File: src/rtl/ble_button_parser.sv
// Bluefruit button-packet parser: turns '!','B',id,action,checksum byte streams
// into single-cycle button events, a held-button bitmap and a saturating error count.
module ble_button_parser #(
  parameter int TIMEOUT_CYCLES = 742500,
  parameter int ERR_WIDTH      = 8
) (
  input  logic                 clk_in,
  input  logic                 rst_in,
  input  logic [7:0]           data_in,
  input  logic                 valid_in,
  output logic                 btn_valid_out,
  output logic [3:0]           btn_id_out,
  output logic                 btn_pressed_out,
  output logic [7:0]           btn_state_out,
  output logic [ERR_WIDTH-1:0] err_count_out,
  output logic                 busy_out
);

  localparam int CW = (TIMEOUT_CYCLES > 2) ? $clog2(TIMEOUT_CYCLES) : 1;
  localparam logic [CW-1:0] TMO_LAST = CW'(TIMEOUT_CYCLES - 1);
  localparam logic [ERR_WIDTH-1:0] ERR_MAX = {ERR_WIDTH{1'b1}};

  typedef enum logic [2:0] {
    S_IDLE = 3'd0,
    S_TYPE = 3'd1,
    S_ID   = 3'd2,
    S_ACT  = 3'd3,
    S_CSUM = 3'd4
  } state_t;

  state_t                 state_q, state_d;
  logic [7:0]             sum_q, sum_d;
  logic [3:0]             id_q, id_d;
  logic                   act_q, act_d;
  logic [CW-1:0]          tmo_q, tmo_d;
  logic                   btn_valid_q, btn_valid_d;
  logic [3:0]             btn_id_q, btn_id_d;
  logic                   btn_pressed_q, btn_pressed_d;
  logic [7:0]             btn_state_q, btn_state_d;
  logic [ERR_WIDTH-1:0]   err_q, err_d;
  logic                   busy_q, busy_d;
  logic                   err_hit_s;
  logic                   is_bang_s;
  logic [2:0]             bit_idx_s;

  // Next-state, datapath and output computation
  always_comb begin
    state_d       = state_q;
    sum_d         = sum_q;
    id_d          = id_q;
    act_d         = act_q;
    tmo_d         = tmo_q;
    btn_valid_d   = 1'b0;
    btn_id_d      = btn_id_q;
    btn_pressed_d = btn_pressed_q;
    btn_state_d   = btn_state_q;
    err_d         = err_q;
    err_hit_s     = 1'b0;
    is_bang_s     = (data_in == 8'h21);
    bit_idx_s     = id_q[2:0] - 3'd1;

    if (valid_in) begin
      tmo_d = {CW{1'b0}};
      case (state_q)
        S_IDLE: begin
          if (is_bang_s) begin
            state_d = S_TYPE;
            sum_d   = 8'h21;
          end else begin
            state_d = S_IDLE;
          end
        end
        S_TYPE: begin
          if (data_in == 8'h42) begin
            state_d = S_ID;
            sum_d   = sum_q + data_in;
          end else if (is_bang_s) begin
            state_d = S_TYPE;
            sum_d   = 8'h21;
          end else begin
            state_d = S_IDLE;
          end
        end
        S_ID: begin
          if (data_in >= 8'h31 && data_in <= 8'h38) begin
            state_d = S_ACT;
            sum_d   = sum_q + data_in;
            id_d    = data_in[3:0];
          end else begin
            err_hit_s = 1'b1;
          end
        end
        S_ACT: begin
          if (data_in == 8'h30 || data_in == 8'h31) begin
            state_d = S_CSUM;
            sum_d   = sum_q + data_in;
            act_d   = data_in[0];
          end else begin
            err_hit_s = 1'b1;
          end
        end
        S_CSUM: begin
          if (data_in == ~sum_q) begin
            state_d                = S_IDLE;
            btn_valid_d            = 1'b1;
            btn_id_d               = id_q;
            btn_pressed_d          = act_q;
            btn_state_d[bit_idx_s] = act_q;
          end else begin
            err_hit_s = 1'b1;
          end
        end
        default: begin
          state_d = S_IDLE;
        end
      endcase
      // A '!' that breaks a packet also opens the next one
      if (err_hit_s) begin
        if (is_bang_s) begin
          state_d = S_TYPE;
          sum_d   = 8'h21;
        end else begin
          state_d = S_IDLE;
        end
      end else begin
        err_hit_s = 1'b0;
      end
    end else if (state_q == S_IDLE) begin
      tmo_d = {CW{1'b0}};
    end else if (tmo_q == TMO_LAST) begin
      tmo_d     = {CW{1'b0}};
      state_d   = S_IDLE;
      err_hit_s = 1'b1;
    end else begin
      tmo_d = tmo_q + CW'(1);
    end

    if (err_hit_s && err_q != ERR_MAX) begin
      err_d = err_q + ERR_WIDTH'(1);
    end else begin
      err_d = err_q;
    end
    busy_d = (state_d != S_IDLE);
  end

  // Parser state and registered outputs
  always_ff @(posedge clk_in or posedge rst_in) begin
    if (rst_in) begin
      state_q       <= S_IDLE;
      sum_q         <= 8'h00;
      id_q          <= 4'h0;
      act_q         <= 1'b0;
      tmo_q         <= {CW{1'b0}};
      btn_valid_q   <= 1'b0;
      btn_id_q      <= 4'h0;
      btn_pressed_q <= 1'b0;
      btn_state_q   <= 8'h00;
      err_q         <= {ERR_WIDTH{1'b0}};
      busy_q        <= 1'b0;
    end else begin
      state_q       <= state_d;
      sum_q         <= sum_d;
      id_q          <= id_d;
      act_q         <= act_d;
      tmo_q         <= tmo_d;
      btn_valid_q   <= btn_valid_d;
      btn_id_q      <= btn_id_d;
      btn_pressed_q <= btn_pressed_d;
      btn_state_q   <= btn_state_d;
      err_q         <= err_d;
      busy_q        <= busy_d;
    end
  end

  assign btn_valid_out   = btn_valid_q;
  assign btn_id_out      = btn_id_q;
  assign btn_pressed_out = btn_pressed_q;
  assign btn_state_out   = btn_state_q;
  assign err_count_out   = err_q;
  assign busy_out        = busy_q;

endmodule

File: config.mk
export PLATFORM = sky130hd
export DESIGN_NAME = ble_button_parser
export DESIGN_NICKNAME = d
export VERILOG_FILES = /design/src/rtl/ble_button_parser.sv
export SDC_FILE = /design/constraint.sdc
export NUM_CORES = 1
export LEC_CHECK = 0
export CORE_ASPECT_RATIO = 0.5
export CORE_UTILIZATION = 45
export DETAILED_ROUTE_END_ITERATION = 7
export MAX_ROUTING_LAYER = met4
export PLACE_DENSITY = 0.66
export SLEW_MARGIN = 20
export SYNTH_ARGS = -nofsm -noshare
export SYNTH_HDL_FRONTEND = slang
export SYNTH_SLANG_ARGS = --single-unit
File: constraint.sdc
create_clock -name clk_in -period 2.65 [get_ports clk_in]
set_clock_uncertainty 0.05 [all_clocks]
set_input_delay 0.53 -clock clk_in [delete_from_list [all_inputs] [get_ports clk_in]]
set_output_delay 0.53 -clock clk_in [all_outputs]
set_load 0.01 [all_outputs]
==> metrics.md, run 1 <==
| Metric | Value |
|---|---|
| Status | complete, no violations |
| Critical Path End Type | register |
| Synth async-reset ratio | 1.00 |
| Commonest non-fill, non-tap cell in the layout | dfrtp_1 |
| Cell Chain, Critical Path | clkdlybuf4s50_1, or4b_4, a211oi_2, nor4b_1, a21oi_2, mux2i_1, or4b_1 |
| WP buf/inv | 1 |
| RR Startpoint | tmo_q[0] |
| Worst Path Required | 2.79 ns |
| Dpl ws | -0.262 ns |
| Worst EP arrival | 2.72 ns |
| Multi-input logic area | 1660 µm² |
| Pwr Total | 2.20 mW |
| Final core occ | 0.616 |
| Synthesized Nets | 348 |
| CTS buffer count | 9 |
| Fin crit period | 2.58 ns |
| Max cap viols | 0 |
| # placed instances | 474 |
| Dpl hpwl | 4950 µm |
| Pin count of the biggest net entering global routing | 60 |
| Final nets | 415 |
| Hold Crit Class | register to register |
| Warnings, synthesis | 0 |
| Critical path's slowest cell | or4b_4 |
| Setup violators final | 0 |
| Final WL | 6730 µm |
| Die width | 122 µm |
| Full die area | 7510 µm² |
| Gpl congestion | 0.841 |
| Setup CP Type | input pin to register |
| Starting DRT DRC Count | 142 |
| Clk Latency, worst-skew pair | 0.33 ns |
| First-pass GRT wire length | 11400 µm |
| Cells after Synth | 326 |
| EDFF count, synth | 0 |
| Vias in the first global route | 2445 |
| DRT antenna net count | 0 |
| Commonest non-fill, non-tap cells in the layout | dfrtp_1, nor2_1, nand2_1 |
| CTS Root Cell | clkbuf_16 |
| Worst-path maximum fanout | 3 |
| Final Hold Viols | 0 |
| DR vias/cell | 5.33 |
| Syn_area_per_cell | 9.87 µm² |
| Die Y | 61.8 µm |
| Startpoint Class | input pin |
| Synth cell types | 50 |
| Sequential share of the synthesized area | 0.459 |
| Mapped Area | 3220 µm² |
| Average wire per standard cell | 13.7 µm |
| Power Dens Cells | 525 nW/µm² |
| Rel. slew slack | 0.566 |
| Core area | 6810 µm² |
| CTS H-tree lvls | 3 |
| # diodes | 0 |
| Non-Filler Instances | 490 |
| Clock Path Buffers | 2 |
| DRC violations left | 0 |
| Area delta synth->final | 30.3% |
| FF+latch area | 1480 µm² |
| Initial antenna violation count | 0 |
| # hold bufs at CTS | 0 |
| Post-CTS Repair Setup Buffers | 0 |
| Top Family by Delay on Critical Path | simple AND/OR/NAND/NOR gates |
| Final Max Tran Viols | 0 |
| Slew @ Worst Pin | 0.651 ns |
| Via count | 2611 |
| Yosys reg bits | 59 |
| IO Port Bufs | 33 |
| GRT Total Usage | 0.211 |
| Starting Density | 0.473 |
| WHS | 0.417 ns |
| Row count | 21 |
| Leakage | 1.90 nW |
| # IOs | 34 |
| Fmax | 0.388 GHz |
| Initial DRT Pass Iterations | 4 |
| Min-Delay Startpoint | btn_pressed_out |
| CTS tree | done |
| Commonest register cell after synthesis | dfrtp_1 |
| Critical path's largest stage delay | 0.57 ns |
| CTS sink cnt | 59 |
| Maximum VDD drop | 309 µV |
| Share of layout cells above drive strength 1 | 0.198 |
| Fin crit share | 0.973 |
| Crit path from | data_in[0] |
| Post-route setup slack | 0.0722 ns |
| Fill cells | 548 |
| Reg clk slew, reported paths | 0.05 ns |
| Grt total ovfl | 0 |
report_power, final:
part	total, mW	switching [mW]	internal, mW
clock	1.17	0.395	0.776
sequential	0.906	0.00186	0.904
combinational	0.123	0.0651	0.0579
area by class of cell:
type	instances	area share
Multi-Input combinational cell	245	0.395
Tap cell	92	0.0275
Clock buffer	12	0.0612
Inverter	11	0.00985
Timing Repair Buffer	67	0.143
Sequential cell	59	0.352
Clock inverter	4	0.0116
per-stage QoR:
stage | setup TNS, ns | area (µm²)
floorplan | 0 | 3220
global placement | -4.10 | 3870
detailed placement | -4.89 | 3870
CTS | 0 | 4170
global route | -0.00440 | 4190
finish | 0 | 4190
cell usage after synthesis, types with 2 or more instances:
| library cell | number | area share |
|---|---|---|
| dfrtp_1 | 59 | 0.46 |
| nor2_1 | 42 | 0.049 |
| nand2_1 | 35 | 0.041 |
| xor2_1 | 21 | 0.057 |
| nand3_1 | 20 | 0.031 |
| mux2_2 | 14 | 0.049 |
| nor3_1 | 14 | 0.022 |
| xnor2_1 | 12 | 0.033 |
| inv_1 | 11 | 0.013 |
| ha_1 | 10 | 0.039 |
| a21oi_1 | 8 | 0.012 |
| a21o_1 | 5 | 0.012 |
| buf_2 | 5 | 0.0078 |
| nand4_1 | 5 | 0.0097 |
| a22o_1 | 4 | 0.011 |
| clkbuf_1 | 4 | 0.0047 |
| nor4_1 | 4 | 0.0078 |
| o21ai_0 | 4 | 0.0062 |
| and2_1 | 3 | 0.0058 |
| nor4b_1 | 3 | 0.0082 |
| nor4bb_1 | 3 | 0.0093 |
| o21bai_1 | 3 | 0.0070 |
| or3_1 | 3 | 0.0058 |
| a32o_1 | 2 | 0.0062 |
| and3_1 | 2 | 0.0039 |
| buf_6 | 2 | 0.0070 |
| nand3b_1 | 2 | 0.0047 |
| nor3b_1 | 2 | 0.0047 |
| o211ai_1 | 2 | 0.0047 |
| or2_2 | 2 | 0.0039 |
kinds of logic after synthesis:
family,share of synthesized area
buf+inv,0.0323
mux,0.0556
compound gates,0.0930
simple gates,0.225
xor+xnor,0.0898
fa+ha+maj,0.0451
flops,0.459
registers in the layout, summed over array words and instances (netlist names):
register,count
btn_valid_out,1
btn_state_out,8
tmo_q,20
busy_out,1
btn_pressed_out,1
btn_id_out,4
sum_q,8
id_q,4
act_q,1
err_count_out,8
state_q,3
worst reg2reg max path, delay by kind of cell (launching register included):
kind                       cells  cell delay [ns]
and+or+nand+nor                4             1.13
DFF                            1             0.39
buffers and inverters          2             0.36
adders and majority gates      1             0.24
xor gates and xnor gates       1             0.16
AOI/OAI and AO/OA              1             0.06
timing repair:
action / in CTS / in global routing
gates resized for setup: 0 / 5
endpoints found under the setup margin: 0 / 12
endpoints found under the hold margin: 0 / 0
routing by layer:
layer | vias to the layer above | routed length (µm) | global-route usage
li1 | 1275 | - | -
met1 | 1278 | 3340 | 0.263
met2 | 44 | 3000 | 0.331
met3 | 14 | 258 | 0.0538
met4 | 0 | 127 | 0.0952
met5 | - | 0 | -
path summary, 6_finish.rpt:
check	end	slack, ns	cells after the start
max	busy_out	0.07	7
min	btn_pressed_out	0.42	2
max reg2reg	err_count_out[5]	0.20	9
min reg2reg	btn_pressed_out	0.42	2
max in group asynchronous	btn_pressed_out	1.76	3
min in group asynchronous	err_count_out[3]	0.51	3
Power figures use the tool's default switching activity.
==> run 2, diff against run 1 <==
- ABC_AREA: not set -> 1
- PLACE_DENSITY: 0.66 -> 0.65
- TNS_END_PERCENT: not set -> 50
==> metrics.md, run 2 <==
| Metric | Value |
|---|---|
| Pin count of the biggest net entering global routing | 60 (unchanged) |
| Logic pwr share | 0.181 (was 0.056) |
| CTS tree | done (unchanged) |
| Cell Chain, Critical Path | clkdlybuf4s50_1, ha_1, nand2_1, nor2_1, nand3_2, nor3_4, nand2_1, inv_1, nand2_1, o21ai_1, inv_1 (was clkdlybuf4s50_1, or4b_4, a211oi_2, nor4b_1, a21oi_2, mux2i_1, or4b_1) |
| Area delta synth->final | 25.2% (was 30.3%) |
| Setup violators final | 0 (unchanged) |
| Full die area | 7950 µm² (was 7510 µm²) |
| Top post-synthesis cells by area | dfrtp_1, nand2_1, inv_1, nor2_1, nand3_1 (was dfrtp_1, xor2_1, mux2_2, nor2_1, nand2_1) |
| P_int | 1.94 mW (was 1.74 mW) |
| RSZ-0062 raised after global routing | no |
| Post-synth top area share | 0.433 (was 0.459) |
| Top Family by Delay on Critical Path | simple AND/OR/NAND/NOR gates (unchanged) |
| R2r worst-path depth | 10 (was 9) |
| Row count | 21 (unchanged) |
| Critical Path Sink | btn_state_out[5] (was busy_out) |
| Synth async-reset ratio | 1.00 (unchanged) |
| Fmax | 0.431 GHz (was 0.388 GHz) |
| WP buf/inv | 3 (was 1) |
| # hold bufs at CTS | 0 (unchanged) |
| EDFF count, synth | 0 (unchanged) |
| Clk Latency, worst-skew pair | 0.33 ns (about the same) |
| Initial antenna violation count | 0 (unchanged) |
| Gpl congestion | 0.922 (was 0.841) |
| Synth cell count leaders | nand2_1, inv_1, dfrtp_1, nor2_1, nand3_1 (was dfrtp_1, nor2_1, nand2_1, xor2_1, nand3_1) |
| Clock Path Buffers | 2 (unchanged) |
| DRT antenna net count | 0 (unchanged) |
| CTS H-tree lvls | 3 (unchanged) |
| FF-to-FF End | btn_state_out[5] (was err_count_out[5]) |
| # diodes | 0 (unchanged) |
| Count leader, synth | nand2_1 (was dfrtp_1) |
| Reg with most FFs | tmo_q (unchanged) |
| Cts repair resizes | 0 (unchanged) |
| Critical path's largest stage delay | 0.46 ns (was 0.57 ns) |
| WHS | 0.416 ns (was 0.417 ns) |
| Commonest register cell after synthesis | dfrtp_1 (unchanged) |
| Main combinational cell family by area after synthesis | simple AND/OR/NAND/NOR gates (unchanged) |
| Crit path top cell by count | nand2_1 |
| Total net switching power | 0.725 mW (was 0.462 mW) |
| Rel. slew slack | 0.734 (was 0.566) |
| Die Y | 63.6 µm (was 61.8 µm) |
| Reg2reg setup slack | 0.55 ns (was 0.20 ns) |
| Maximum VDD drop | 315 µV (was 309 µV) |
| Core area | 6990 µm² (was 6810 µm²) |
| Crit path from | data_in[5] (was data_in[0]) |
| Yosys reg bits | 59 (unchanged) |
| Crit path depth | 11 (was 7) |
| Final Hold Viols | 0 (unchanged) |
| Dpl hpwl | 5520 µm (was 4950 µm) |
| Post-CTS Repair Setup Buffers | 0 (unchanged) |
| Largest area contributor in the netlist | dfrtp_1 (unchanged) |
| Net Sw Frac | 0.272 (was 0.210) |
| Synth cell types | 30 (was 50) |
| Fin crit share | 0.876 (was 0.973) |
| Startpoint Class | input pin (unchanged) |
| Final nets | 541 (was 415) |
| GRT Total Usage | 0.226 (was 0.211) |
| DR vias/cell | 4.92 (was 5.33) |
| Worst EP arrival | 2.49 ns (was 2.72 ns) |
| Initial DRT Pass Iterations | 4 (unchanged) |
| Commonest non-fill, non-tap cell in the layout | nand2_1 (was dfrtp_1) |
| Reg clk slew, reported paths | 0.05 ns (about the same) |
| Cells after Synth | 462 (was 326) |
| CTS Root Cell | clkbuf_16 (unchanged) |
| Multiplexer share of the synthesized area | 0 (was 0.0556) |
| Worst Path Required | 2.82 ns (was 2.79 ns) |
| Syn_area_per_cell | 7.38 µm² (was 9.87 µm²) |
| Setup TNS | 0 ns (unchanged) |
| Synthesized Nets | 484 (was 348) |
| Leakage | 2.11 nW (was 1.90 nW) |
| Clock share of power | 0.427 (was 0.532) |
| Via count | 3033 (was 2611) |
| DRC violations left | 0 (unchanged) |
| Synth Area in XOR/XNOR | 0.0437 (was 0.0898) |
| # IOs | 34 (unchanged) |
| Starting DRT DRC Count | 145 (was 142) |
| Largest register FFs | 20 (unchanged) |
| Worst-path maximum fanout | 5 (was 3) |
| Starting Density | 0.488 (was 0.473) |
| Compound-Gate Fraction of Synth Area | 0.0793 (was 0.0930) |
| Power Dens Cells | 623 nW/µm² (was 525 nW/µm²) |
| Hold Crit Class | register to register (unchanged) |
| Post-synthesis simple-gate area fraction | 0.325 (was 0.225) |
| CTS sink cnt | 59 (unchanged) |
| Warnings, synthesis | 0 (unchanged) |
| Critical Path End Type | register (unchanged) |
| Die width | 125 µm (was 122 µm) |
| Share of layout cells above drive strength 1 | 0.0782 (was 0.198) |
| RR Startpoint | sum_q[4] (was tmo_q[0]) |
| First-pass GRT wire length | 13500 µm (was 11400 µm) |
| Post-synthesis adder-cell area fraction | 0.0426 (was 0.0451) |
| Share of power burned in registers | 0.392 (was 0.412) |
| Final core occ | 0.611 (was 0.616) |
| Sequential share of the synthesized area | 0.433 (was 0.459) |
| IO Port Bufs | 33 (unchanged) |
| Critical path's slowest cell | clkdlybuf4s50_1 (was or4b_4) |
| Commonest non-fill, non-tap cells in the layout | nand2_1, inv_1, dfrtp_1 (was dfrtp_1, nor2_1, nand2_1) |
| Slew @ Worst Pin | 0.396 ns (was 0.651 ns) |
| Grt total ovfl | 0 (unchanged) |
| CTS buffer count | 9 (unchanged) |
| Max cap viols | 0 (unchanged) |
| Mapped Area | 3410 µm² (was 3220 µm²) |
| Setup CP Type | input pin to register (unchanged) |
| Vias in the first global route | 2964 (was 2445) |
| Final Max Tran Viols | 0 (unchanged) |
| Average wire per standard cell | 12.2 µm (was 13.7 µm) |
| Status | complete, no violations (unchanged) |
| Fin crit period | 2.32 ns (was 2.58 ns) |
| Final WL | 7530 µm (was 6730 µm) |
run 2: changes by cell type after synthesis, moves of 5 or more:
cell and change:
nand3_1 +15, xnor2_1 -7, xor2_1 -9, nand2_1 +102, nor2_1 +11, a21oi_1 +8, o21ai_0 +19, mux2_2 -14
a21o_1 -5, inv_1 +52
run 2: worst min-delay path by stage:
stage / cells past startpoint / endpoint / start / slack [ns]
floorplan: 1 / tmo_q[0] / tmo_q[0] / 0.38
global placement: 1 / tmo_q[0] / tmo_q[0] / 0.40
detailed placement: 2 / btn_id_out[2] / btn_id_out[2] / 0.41
CTS: 1 / tmo_q[0] / tmo_q[0] / 0.42
global route: 1 / tmo_q[0] / tmo_q[0] / 0.45
finish: 2 / btn_id_out[2] / btn_id_out[2] / 0.42
run 2: kinds of logic after synthesis:
| kind of cell | after synthesis |
|---|---|
| buf+inv | 68 |
| simple gates | 257 |
| flops | 59 |
| xor+xnor | 17 |
| compound gates | 50 |
| fa+ha+maj | 11 |
run 2: cell type report:
type	instances	area [µm²]
clock inverter	5	52.6
tap	92	115
inverter	64	240
multi-input combinational	335	1670
clock buffer	11	243
sequential	59	1480
fill	659	2720
timing repair buffer	50	470
run 2: layer usage:
| layer | global-route usage | part of all wire | vias to the layer above |
|---|---|---|---|
| met5 | - | 0 | - |
| met4 | 0.0686 | 0.016 | 0 |
| met3 | 0.0586 | 0.033 | 13 |
| met2 | 0.376 | 0.46 | 39 |
| met1 | 0.271 | 0.49 | 1391 |
| li1 | - | - | 1590 |
run 2: metrics by stage:
stage                     worst slack (ns)  power, mW  cell area [µm²]  instances
after floorplan                      0.614       1.34             3410        462
after global placement              0.0959       1.53             3980        600
after detailed placement            0.0192       1.54             3980        600
after CTS                            0.350       2.70             4270        616
after global routing                0.0751       2.82             4270        616
final                                0.328       2.66             4270        616
run 2: power groups by stage:
| stage | Sequential [mW] | Clock [mW] | Combinational [mW] |
|---|---|---|---|
| floorplan | 1.06 | 0 | 0.280 |
| global placement | 1.06 | 0 | 0.478 |
| detailed placement | 1.06 | 0 | 0.484 |
| CTS | 1.04 | 1.17 | 0.487 |
| global route | 1.05 | 1.22 | 0.547 |
| finish | 1.04 | 1.14 | 0.482 |
run 2: worst min-delay path, stage by stage (launching register included):
cell and delay (ns):
dfrtp_1 0.34, nand2_1 0.05, nand2_1 0.04
